[config.mk]
export PLATFORM = sky130hd
export DESIGN_NAME = display_timing_recovery
export DESIGN_NICKNAME = d
export VERILOG_FILES = /design/src/rtl/display_timing_recovery.sv
export SDC_FILE = /design/constraint.sdc
export NUM_CORES = 1
export LEC_CHECK = 0
export CAP_MARGIN = 20
export CORE_MARGIN = 1.5
export CORE_UTILIZATION = 60
export DETAILED_ROUTE_END_ITERATION = 10
export PLACE_DENSITY = 0.84
export SLEW_MARGIN = 20
export SYNTH_ARGS = -nofsm -noshare
export SYNTH_HDL_FRONTEND = slang
export SYNTH_SLANG_ARGS = --single-unit
[constraint.sdc]
create_clock -name pix_clk -period 5.1 [get_ports pix_clk]
set_input_delay 0.765 -clock pix_clk [delete_from_list [all_inputs] [get_ports pix_clk]]
set_output_delay 0.765 -clock pix_clk [all_outputs]
set_load 0.05 [all_outputs]
[src/rtl/display_timing_recovery.sv]
// Recovers active-area coordinates and frame geometry from a DE/HSYNC/VSYNC pixel stream.
// A frame is the interval between two vsync falling edges; lock requires LOCK_FRAMES matching frames.
//
// state   | meaning
// SEEK    | waiting for the first vsync falling edge after reset
// MEASURE | comparing frames, counting consecutive consistent ones
// LOCKED  | geometry latched into meas_*, every line and frame checked against it
module display_timing_recovery #(
  parameter int LOCK_FRAMES = 2
) (
  input  logic        pix_clk,
  input  logic        rst_pix,
  input  logic        de,
  input  logic        n_hsync,
  input  logic        n_vsync,
  output logic        pix_valid,
  output logic [15:0] ax,
  output logic [15:0] ay,
  output logic        line_start,
  output logic        frame_start,
  output logic [15:0] meas_width,
  output logic [15:0] meas_height,
  output logic [15:0] meas_htotal,
  output logic        locked,
  output logic        timing_err
);

  localparam logic [1:0] SEEK    = 2'd0;
  localparam logic [1:0] MEASURE = 2'd1;
  localparam logic [1:0] LOCKED  = 2'd2;
  localparam logic [3:0] LOCK_N  = 4'(LOCK_FRAMES);

  logic [1:0]  state;
  logic        de_q, hs_q, vs_q;
  logic        frame_pend;
  logic        hs_seen;
  logic [15:0] hs_cnt;
  logic [15:0] line_cnt;
  logic [15:0] ref_width;
  logic        ref_valid;
  logic        lines_ok;
  logic [15:0] prev_width;
  logic [15:0] prev_height;
  logic        prev_valid;
  logic [3:0]  good_cnt;

  logic        vs_evt, hs_evt, de_rise, de_fall;
  logic        sync_err, width_bad, height_bad;
  logic        frame_clean, frame_good;
  logic [15:0] line_width;
  logic [3:0]  good_inc;

  assign vs_evt     = vs_q & ~n_vsync;
  assign hs_evt     = hs_q & ~n_hsync;
  assign de_rise    = de & ~de_q;
  assign de_fall    = ~de & de_q;
  assign line_width = (ax == 16'hFFFF) ? ax : ax + 16'd1;
  assign sync_err   = de & ~n_vsync;
  assign width_bad  = (state == LOCKED) && de_fall && (line_width != meas_width);
  assign height_bad = (state == LOCKED) && vs_evt && (line_cnt != meas_height);
  // A frame is internally clean when it had lines and all of them matched its first line.
  assign frame_clean = lines_ok && ref_valid && (line_cnt != 16'd0);
  assign frame_good  = frame_clean &&
                       (!prev_valid || ((ref_width == prev_width) && (line_cnt == prev_height)));
  assign good_inc    = (good_cnt == 4'hF) ? good_cnt : good_cnt + 4'd1;

  always_ff @(posedge pix_clk) begin
    if (rst_pix) begin
      state       <= SEEK;
      de_q        <= 1'b0;
      hs_q        <= 1'b0;
      vs_q        <= 1'b0;
      frame_pend  <= 1'b0;
      hs_seen     <= 1'b0;
      hs_cnt      <= '0;
      line_cnt    <= '0;
      ref_width   <= '0;
      ref_valid   <= 1'b0;
      lines_ok    <= 1'b0;
      prev_width  <= '0;
      prev_height <= '0;
      prev_valid  <= 1'b0;
      good_cnt    <= '0;
      pix_valid   <= 1'b0;
      ax          <= '0;
      ay          <= '0;
      line_start  <= 1'b0;
      frame_start <= 1'b0;
      meas_width  <= '0;
      meas_height <= '0;
      meas_htotal <= '0;
      locked      <= 1'b0;
      timing_err  <= 1'b0;
    end else begin
      de_q <= de;
      hs_q <= n_hsync;
      vs_q <= n_vsync;

      pix_valid   <= de;
      line_start  <= de_rise;
      frame_start <= de_rise & (frame_pend | vs_evt);

      if (de_rise) begin
        ax <= '0;
      end else if (de && de_q && (ax != 16'hFFFF)) begin
        ax <= ax + 16'd1;
      end

      // vsync coinciding with the first de of a line still makes that line row 0
      if (de_rise) begin
        frame_pend <= 1'b0;
        if (frame_pend || vs_evt) begin
          ay <= '0;
        end else if (ay != 16'hFFFF) begin
          ay <= ay + 16'd1;
        end
      end else if (vs_evt) begin
        frame_pend <= 1'b1;
      end

      if (hs_evt) begin
        hs_seen <= 1'b1;
        hs_cnt  <= 16'd1;
        if (hs_seen) begin
          meas_htotal <= hs_cnt;
        end
      end else if (hs_seen && (hs_cnt != 16'hFFFF)) begin
        hs_cnt <= hs_cnt + 16'd1;
      end

      if (vs_evt) begin
        ref_valid <= 1'b0;
        lines_ok  <= 1'b1;
        line_cnt  <= {15'd0, de_rise};
      end else begin
        if (de_rise && (line_cnt != 16'hFFFF)) begin
          line_cnt <= line_cnt + 16'd1;
        end
        if (de_fall) begin
          if (!ref_valid) begin
            ref_width <= line_width;
            ref_valid <= 1'b1;
          end else if (line_width != ref_width) begin
            lines_ok <= 1'b0;
          end
        end
      end

      if (sync_err || width_bad || height_bad) begin
        timing_err <= 1'b1;
      end

      case (state)
        SEEK: begin
          if (vs_evt) begin
            state      <= MEASURE;
            good_cnt   <= '0;
            prev_valid <= 1'b0;
          end
        end
        MEASURE: begin
          if (vs_evt) begin
            prev_width  <= ref_width;
            prev_height <= line_cnt;
            prev_valid  <= frame_clean;
            if (frame_good) begin
              good_cnt <= good_inc;
              if (good_inc >= LOCK_N) begin
                state       <= LOCKED;
                locked      <= 1'b1;
                meas_width  <= ref_width;
                meas_height <= line_cnt;
              end
            end else begin
              good_cnt <= '0;
            end
          end
        end
        LOCKED: begin
          if (sync_err || width_bad || height_bad) begin
            state      <= MEASURE;
            locked     <= 1'b0;
            good_cnt   <= '0;
            prev_valid <= 1'b0;
          end
        end
        default: begin
          state  <= SEEK;
          locked <= 1'b0;
        end
      endcase
    end
  end

endmodule

== Yosys cells after proc, flatten, opt, wreduce, memory -nomap -nowiden ==
Index checks and enable logic that the tools add are counted.
Widths: inputs -> output; s select.

* Flip-flop bits (word level): 178
* Latch bits: 0
* Bits in writable memories: 0
* Bits in read-only memories: 0
* Input bits: 5
* Output and inout port bits: 85
* Memories kept: 0

* Add/sub/neg operators: 5
* $mul: 0
* Div/mod/pow operators: 0
* Order comparisons: 1
* Equal/unequal tests: 18
* Shift-type cells: 0
* Muxes and demuxes: 31
* Bitwise logic cells: 14
* Reduce and logical (&&, ||, !) cells: 38

{| class="wikitable"
|+ Operators with widths
! cell !! count
|-
| $add 16x1->16 const B || 4
|-
| $ne 16x16->1 const B || 4
|-
| $mux 16 || 3
|-
| $ne 16x16->1 || 3
|-
| $eq 16x16->1 || 2
|-
| $mux 4 || 5
|-
| $eq 16x16->1 const B || 1
|-
| $reduce_bool 16->1 || 1
|-
| $mux 1 || 14
|-
| $logic_and 1x1->1 || 12
|-
| $pmux 4 s3 || 1
|-
| $reduce_bool 2->1 || 6
|-
| $mux 2 || 5
|-
| $reduce_and 5->1 || 2
|-
| $ne 2x2->1 const B || 4
|-
| $reduce_and 4->1 || 2
|-
| $not 1->1 || 7
|-
| $and 1x1->1 || 6
|-
| $pmux 1 s3 || 2
|-
| $pmux 2 s3 || 1
|-
| $reduce_and 2->1 || 3
|-
| $reduce_and 3->1 || 2
|-
| $reduce_or 2->1 || 3
|-
| $add 4x1->4 const B || 1
|-
| other kinds (10) || 13
|}

== Depth between registers and ports, before layout ==
Gate-level depths: netlist (run 1).

* Depth in word-level cells: 8
* Mapped depth: 12
* Mapped depth without buffers: 10

== Worst setup path before layout (run 1) ==
No wires, ideal clock.

* Kind: register to register
* Start: reg ax[1]
* End: reg state[0]
* Arrival time: 3.007 ns
* Required time: 4.966 ns
* Setup slack: 1.960 ns
* Cell stages (with the launch flop): 12
* Buffers on the path: 1
* Period minus slack after synthesis: 3.140 ns
* Cell sequence: dfxtp_1 -> ha_1 -> nand4_2 -> buf_6 -> o41ai_1 -> xnor2_1 -> o21a_1 -> o211a_1 -> o2111ai_1 -> o31ai_4 -> nand4_1 -> nor4b_1

* Longest elaborated chain between the ends: 8

{| class="wikitable"
|+ RTL lines
! item !! line !! RTL
|-
| from (decl) || 17 || <nowiki>output logic [15:0] ax,</nowiki>
|-
| from (signal assigned) || 106 || <nowiki>ax <= ax + 16'd1;</nowiki>
|-
| $add 16x1->16 or $eq 16x16->1 (tied branches) || 57 || <nowiki>assign line_width = (ax == 16'hFFFF) ? ax : ax + 16'd1;</nowiki>
|-
| $mux 16 * || 57 ||
|-
| $ne 16x16->1 * || 59 || <nowiki>assign width_bad = (state == LOCKED) && de_fall && (line_width != meas_width);</nowiki>
|-
| $logic_and 1x1->1 * || 59 ||
|-
| $logic_or 1x1->1 * (2 in a row) || 180 || <nowiki>if (sync_err || width_bad || height_bad) begin</nowiki>
|-
| $ne 2x1->1 (no line) * || -- ||
|-
| $reduce_and 5->1 (no line) * || -- ||
|-
| to (signal assigned) || 169 || <nowiki>state <= LOCKED;</nowiki>
|-
| to (signal assigned) || 181 || <nowiki>state <= MEASURE;</nowiki>
|-
| to (signal assigned) || 188 || <nowiki>state <= SEEK;</nowiki>
|-
| to (decl) || 33 || <nowiki>logic [1:0] state;</nowiki>
|}

Every way passes the cells marked *; elsewhere a longest branch is shown, timed or not.
A chain may end at the register's enable or synchronous reset.

== Final worst setup path (run 1) ==
* Start: reg ax[0]
* End: reg state[0]

The elaborated chain is that of the path after synthesis.

==> flow_summary.toml, run 1 <==
[critical_path]
setup.worst_path.end_class = "flop"
critPathMaxFanout = 17
start_kind = "flop"
worstPathRequired_ns = 5.42
cpPeakStageDelay_ns = 0.93
critical_path_arrival_ns = 3.93
crit_path_cell_trace = "ha_1 > nand4_2 > or4_1 > nor2_1 > a31oi_1 > a2111o_1 > o31ai_4 > nand4_1 > nor4b_1"
r2r-start = "ax[0]"
reg2reg_to = "state[0]"
r2r_cells = 9
crit_path_top_delay_cell = "or4_1"
crit_type = "flop to flop"
rrSetupSlack_ns = 1.49

[global_route]
antenna_found_initial = 0
grtUsageTotal_pct = 28.40
gr-total-overflow = 0
grt_max_degree = 86
grt_pass1_wl_um = 33330
first_global_vias = 6703

[timing]
max-slew-margin-rel_pct = 31.18
report.final.slew_viol_count = 0
fmax_mhz = 277.2
rsz0062_at_grt = "no"
fin_tns_setup_ns = 0
period_needed_ns = 3.608
hold_viol = 0
hold_ws_ns = 0.4530
clock_skew_ns = 0.007104
fin_ws_ns = 1.492
finalSetupViolations = 0
worst_slew_pin_slew_ns = 1.030
period_share_pct = 70.74

[layout]
syn2layout_area_growth_pct = 17.09
fin_util_pct = 72.43
drive_gt1_share_pct = 4.923
layout.nets = 1096
fillerInstances = 1077
antenna_cells = 0
stdcell_area_mm2 = 0.01009

[synth]
netlist_top_cells_count = "dfxtp_1 (178), nand2_1 (158), nor2_1 (137), xor2_1 (92), a21oi_1 (74)"
synth.area.top_cells = "dfxtp_1 (41%), xor2_1 (9.3%), nand2_1 (6.9%)"
synth_fp_nets = 1056
syn_avg_cell_area_um2 = 8.256
synth_edf_count = 0
async_flop_share_pct = 0
syn_inst = 1044
synth.top_cell.area_share_pct = 41.34
yosys_warnings = 0
synth_seq_cells = 178
synth_seq_area_share_pct = 41.34
yosys.area.top_type = "dfxtp_1"
synthFlopType = "dfxtp_1"
synth_cell_types = 65
netlist_area_mm2 = 0.008620
synth_most_common_cell = "dfxtp_1"

[pwr]
switching_power_mw = 0.6962
vdd_drop_max_uv = 268.7
p_int_mw = 2.228
power_leakage_nw = 4.027
cellPowerDensity_mw_per_mm2 = 289.7
clockPowerShare_pct = 47.1
power_frac_seq_pct = 48.6
switching_share_pct = 23.81
p_comb_share_pct = 4.3

[floorplan]
std_cell_rows = 43
initial_utilization_pct = 61.86
die_area_mm2 = 0.01509
die_w_um = 122.9
core-area_mm2 = 0.01393
io_pins = 90
dieHeight_um = 122.9

[route]
drtPass1Iterations = 5
wl_um = 20580
drt-initial-drc-count = 478
drc = 0
ant_nets = 0
vias_per_cell = 5.731
wl_per_cell_um = 16.11
vias = 7319

[cts]
clock_sinks = 178
ctsResizeCount = 0
path_clk_slew_ns = 0.07
clock_latency_ns = 0.44
cts-root-buf = "clkbuf_16"
postCtsSetupBuffers = 0
htreeDepth = 4
cts_tree = "yes"
cts_buffer_depth = 2
cts_hold_buf = 0
numCtsBuffers = 17

[hold_path]
hp-class = "flop to flop"
hold_start = "meas_htotal[14]"
hold_path_depth = 2
hold_end = "meas_htotal[14]"

[placement]
dpl_cell_area_mm2 = 0.009465
gp_congestion = 0.9478
io_buffers = 89
place_ws_ns = 1.568
post-dp-hpwl_um = 14300

[job]
cap_violations = 0

[outcome]
status = "completed"
==> cells in the final DEF, fill, tap and decap left out, drive strengths merged, types with 4 or more instances in the layout <==
| cell | instances |
|---|---|
| or3 | 12 |
| mux2i | 36 |
| inv | 19 |
| clkinvlp | 5 |
| ha | 7 |
| nand4 | 17 |
| xor2 | 92 |
| o21a | 4 |
| a21oi | 74 |
| nand2b | 12 |
| dfxtp | 178 |
| o22ai | 4 |
| and4 | 7 |
| nand2 | 158 |
| o21ai | 19 |
| and2 | 4 |
| clkdlybuf4s50 | 88 |
| clkbuf | 17 |
| nand3 | 35 |
| nor2b | 11 |
| nor3 | 14 |
| a211oi | 9 |
| buf | 6 |
| nor2 | 137 |
| nor4 | 25 |
| xnor2 | 40 |
| and3 | 15 |
==> state kept, by name, indices dropped and copies added, names as in the netlist, 2 cells and up <==
name,flops
ax,16
meas_width,16
ref_width,16
line_cnt,16
ay,16
state,2
meas_height,16
hs_cnt,16
good_cnt,4
meas_htotal,16
prev_height,16
prev_width,16
==> cell type report <==
| class | instances | area, um2 | area share [%] |
|---|---|---|---|
| clock buffer | 17 | 425.4 | 4.215 |
| clock inverter | 15 | 201.4 | 1.996 |
| inverter | 15 | 56.30 | 0.5579 |
| multi-input combinational | 778 | 4695 | 46.52 |
| sequential | 178 | 3563 | 35.31 |
| tap | 180 | 225.2 | 2.232 |
| timing repair buffer | 94 | 925.9 | 9.174 |
==> metrics by stage <==
step / total power, mW / instances
floorplan: 1.540 / 1044
global placement: 1.574 / 1245
detailed placement: 1.576 / 1245
CTS: 2.939 / 1277
global route: 3.014 / 1277
finish: 2.924 / 1277
==> power by group through the flow <==
stage,clock network [mW],logic (mW),registers (mW)
6_report,1.38,0.125,1.42
5_1_grt,1.45,0.136,1.42
4_1_cts,1.39,0.124,1.42
3_5_place_dp,0,0.123,1.45
3_3_place_gp,0,0.121,1.45
2_1_floorplan,0,0.0852,1.45
==> cells by family after synthesis <==
family,after synthesis,share of synthesized area (%)
and+or+nand+nor,458,25.18
DFF,178,41.34
AOI/OAI and AO/OA,144,10.48
xor gates and xnor gates,132,13.41
buffers and inverters,88,4.253
muxes,37,4.311
adders and majority gates,7,1.016
==> layer usage <==
| layer | vias up | wire, um | GRT usage, % | part of all wire [%] |
|---|---|---|---|---|
| met2 | 196 | 10040 | 46.01 | 49 |
| met1 | 3480 | 8944 | 36.59 | 43 |
| li1 | 3606 | - | - | - |
| met5 | - | 0 | 0 | 0 |
| met4 | 0 | 448 | 11.92 | 2.2 |
| met3 | 37 | 1145 | 6.134 | 5.6 |
==> worst max-delay path: cells and delay by family (launching register included) <==
kind	cells	cell delay, ns
AND/OR/NAND/NOR	5	1.81
AO/OA/AOI/OAI	3	0.82
flip-flops	1	0.51
adder cells (fa/ha/maj)	1	0.36
==> how the worst max path moves through the flow <==
stage / cells after the start / endpoint / start
2_1_floorplan: 11 / state[0] / ax[1]
3_3_place_gp: 9 / state[0] / ax[0]
3_5_place_dp: 9 / state[0] / ax[0]
4_1_cts: 9 / state[0] / ax[0]
5_1_grt: 9 / state[0] / ax[0]
6_report: 9 / state[0] / ax[0]
(Power assumes the default switching activity.)
==> run 2, diff against run 1 <==
--- a/config.mk
+++ b/config.mk
@@ -7,9 +7,9 @@
 export LEC_CHECK = 0
 export CAP_MARGIN = 20
 export CORE_MARGIN = 1.5
-export CORE_UTILIZATION = 60
+export CORE_UTILIZATION = 57
 export DETAILED_ROUTE_END_ITERATION = 10
-export PLACE_DENSITY = 0.84
+export PLACE_DENSITY = 0.8
 export SLEW_MARGIN = 20
 export SYNTH_ARGS = -nofsm -noshare
 export SYNTH_HDL_FRONTEND = slang
==> constraint.sdc (replaced) <==
create_clock -name pix_clk -period 3.4 [get_ports pix_clk]
set_input_delay 0.51 -clock pix_clk [delete_from_list [all_inputs] [get_ports pix_clk]]
set_output_delay 0.51 -clock pix_clk [all_outputs]
set_load 0.05 [all_outputs]
==> run 2 against run 1 <==
Effect of this change:
- the run now ends with DRC left
- first-iteration DRC count increased by 22%
- via count increased by 0.72%
- register-to-register slack got worse by 1.2 ns
- global-route usage decreased by 1.7 points
- maximum frequency increased by 16%
- sequential share of layout area decreased by 0.42 points
- critical path type unchanged
- critical endpoint unchanged
- highest routed layer unchanged
==> flow_summary.toml, run 2 (synthesis gave the netlist of run 1 again) <==
[outcome]
status = "complete, but fails checks"
violations = "DRC"

[route]
vias_per_cell = 5.675
drtPass1Iterations = 10
ant_nets = 0
wl_per_cell_um = 15.77
drt-initial-drc-count = 584
drc = 1
vias = 7372
wl_um = 20480

[cts]
cts_tree = "yes"
clock_sinks = 178
cts-root-buf = "clkbuf_16"
cts_buffer_depth = 2
htreeDepth = 4
ctsResizeCount = 0
cts_hold_buf = 0
numCtsBuffers = 17
clock_latency_ns = 0.44
path_clk_slew_ns = 0.07
postCtsSetupBuffers = 0

[layout]
final_common_cell = "dfxtp_1"
layoutNonFillerInstCount = 1299
multi_input_area_mm2 = 0.004715
antenna_cells = 0
final_cell_mix = "dfxtp_1 (178), nand2_1 (158), nor2_1 (137), xor2_1 (92), clkdlybuf4s50_1 (88)"
syn2layout_area_growth_pct = 18.51
seqCellArea_mm2 = 0.003563
stdcell_area_mm2 = 0.01021
fillerInstances = 1167
drive_gt1_share_pct = 6.637
fin_util_pct = 69.75
layout.nets = 1114

[floorplan]
std_cell_rows = 44
initial_utilization_pct = 58.86
die_w_um = 126.0
die_area_mm2 = 0.01587
core-area_mm2 = 0.01464
dieHeight_um = 126.0
io_pins = 90

[hold_path]
hold_path_depth = 2
hold_start = "meas_htotal[14]"
hold_end = "meas_htotal[14]"
hp-class = "flop to flop"

[placement]
gp_congestion = 0.9756
post-dp-hpwl_um = 14280
dp.cells = 1267
dpl_cell_area_mm2 = 0.009605
io_buffers = 89

[timing]
finalSetupViolations = 0
fmax_mhz = 322.8
period_share_pct = 91.12
fin_tns_setup_ns = 0
hold_viol = 0
worst_slew_pin_slew_ns = 0.8295
max-slew-margin-rel_pct = 44.70
clock_skew_ns = 0.01194
period_needed_ns = 3.098
rsz0062_at_grt = "no"
report.final.slew_viol_count = 0

[critical_path]
worstPathRequired_ns = 3.68
r2r-start = "ax[1]"
start_kind = "flop"
crit_type = "flop to flop"
critPathMaxFanout = 6
critical_path_arrival_ns = 3.38
reg2reg_to = "state[0]"
setup.worst_path.end_class = "flop"
r2r_cells = 10
startpoint = "ax[1]"
rrSetupSlack_ns = 0.30

[pwr]
cellPowerDensity_mw_per_mm2 = 417.7
vdd_drop_max_uv = 411.4
power_leakage_nw = 4.124
p_total_mw = 4.267

[global_route]
first_global_vias = 7128
gr-total-overflow = 0
antenna_found_initial = 0
grt_max_degree = 81
grtUsageTotal_pct = 26.66
grt_pass1_wl_um = 34530

[job]
cap_violations = 0
## run 2: changes by cell type in the layout (fill, tap and decap cells not counted), moves of 2 or more
cell	before	now
clkinvlp_4	5	2
bufinv_16	3	1
buf_4	6	24
inv_6	2	7
## run 2: worst max-delay path by stage
| stage | endpoint | slack (ns) | depth (start not counted) |
|---|---|---|---|
| final | state[0] | 0.30 | 10 |
| after global routing | state[0] | 0.11 | 10 |
| after CTS | state[0] | 0.18 | 9 |
| after detailed placement | state[0] | 0.25 | 11 |
| after global placement | state[0] | 0.33 | 9 |
| after floorplan | state[0] | 0.26 | 11 |
## run 2: layout make-up
cell class	count	area share, %
inverter	15	0.5512
clock buffer	17	4.165
multi-input combinational	778	46.15
tap	184	2.254
timing repair buffer	112	10.39
sequential	178	34.88
clock inverter	15	1.605
## run 2: per-stage QoR
stage / setup slack [ns] / hold WS, ns
2_1_floorplan: 0.2595 / 0.4458
3_3_place_gp: 0.3257 / 0.4415
3_5_place_dp: 0.2478 / 0.4472
4_1_cts: 0.1798 / 0.4574
5_1_grt: 0.1063 / 0.4785
6_report: 0.3020 / 0.4558
## run 2: power breakdown
part           internal [mW]  switching, mW
sequential              2.10         0.0296
combinational         0.0674          0.124
clock                   1.04          0.901
## run 2: layer usage
metal	GRT usage [%]	wire, um	up-vias	part of all wire, %
li1	-	-	3635	-
met1	35.44	9446	3498	46
met3	5.523	997	39	4.9
met4	8.452	418	0	2.0
met2	43.70	9616	200	47
met5	0	0	-	0
## run 2: critical path, stage by stage, from the launching register on
cell and delay [ns]:
dfxtp_1 0.46, ha_1 0.33, and4_1 0.28, and3_1 0.23
mux2i_1 0.43, a2bb2oi_1 0.20, o211a_1 0.17, o2111ai_1 0.14
o31ai_4 0.40, nand4_1 0.15, nor4b_1 0.16
==> run 3, diff against run 2 <==
==> constraint.sdc (replaced) <==
create_clock -name pix_clk -period 3.4 [get_ports pix_clk]
set_input_delay 0.51 -clock pix_clk [delete_from_list [all_inputs] [get_ports pix_clk]]
set_output_delay 0.51 -clock pix_clk [all_outputs]
set_load 0.01 [all_outputs]
==> results of run 3 <==
Same layout as run 2 (identical final DEF). Status: complete, but fails checks: DRC.
Among the figures that moved: total power 4.267 mW -> 4.252 mW
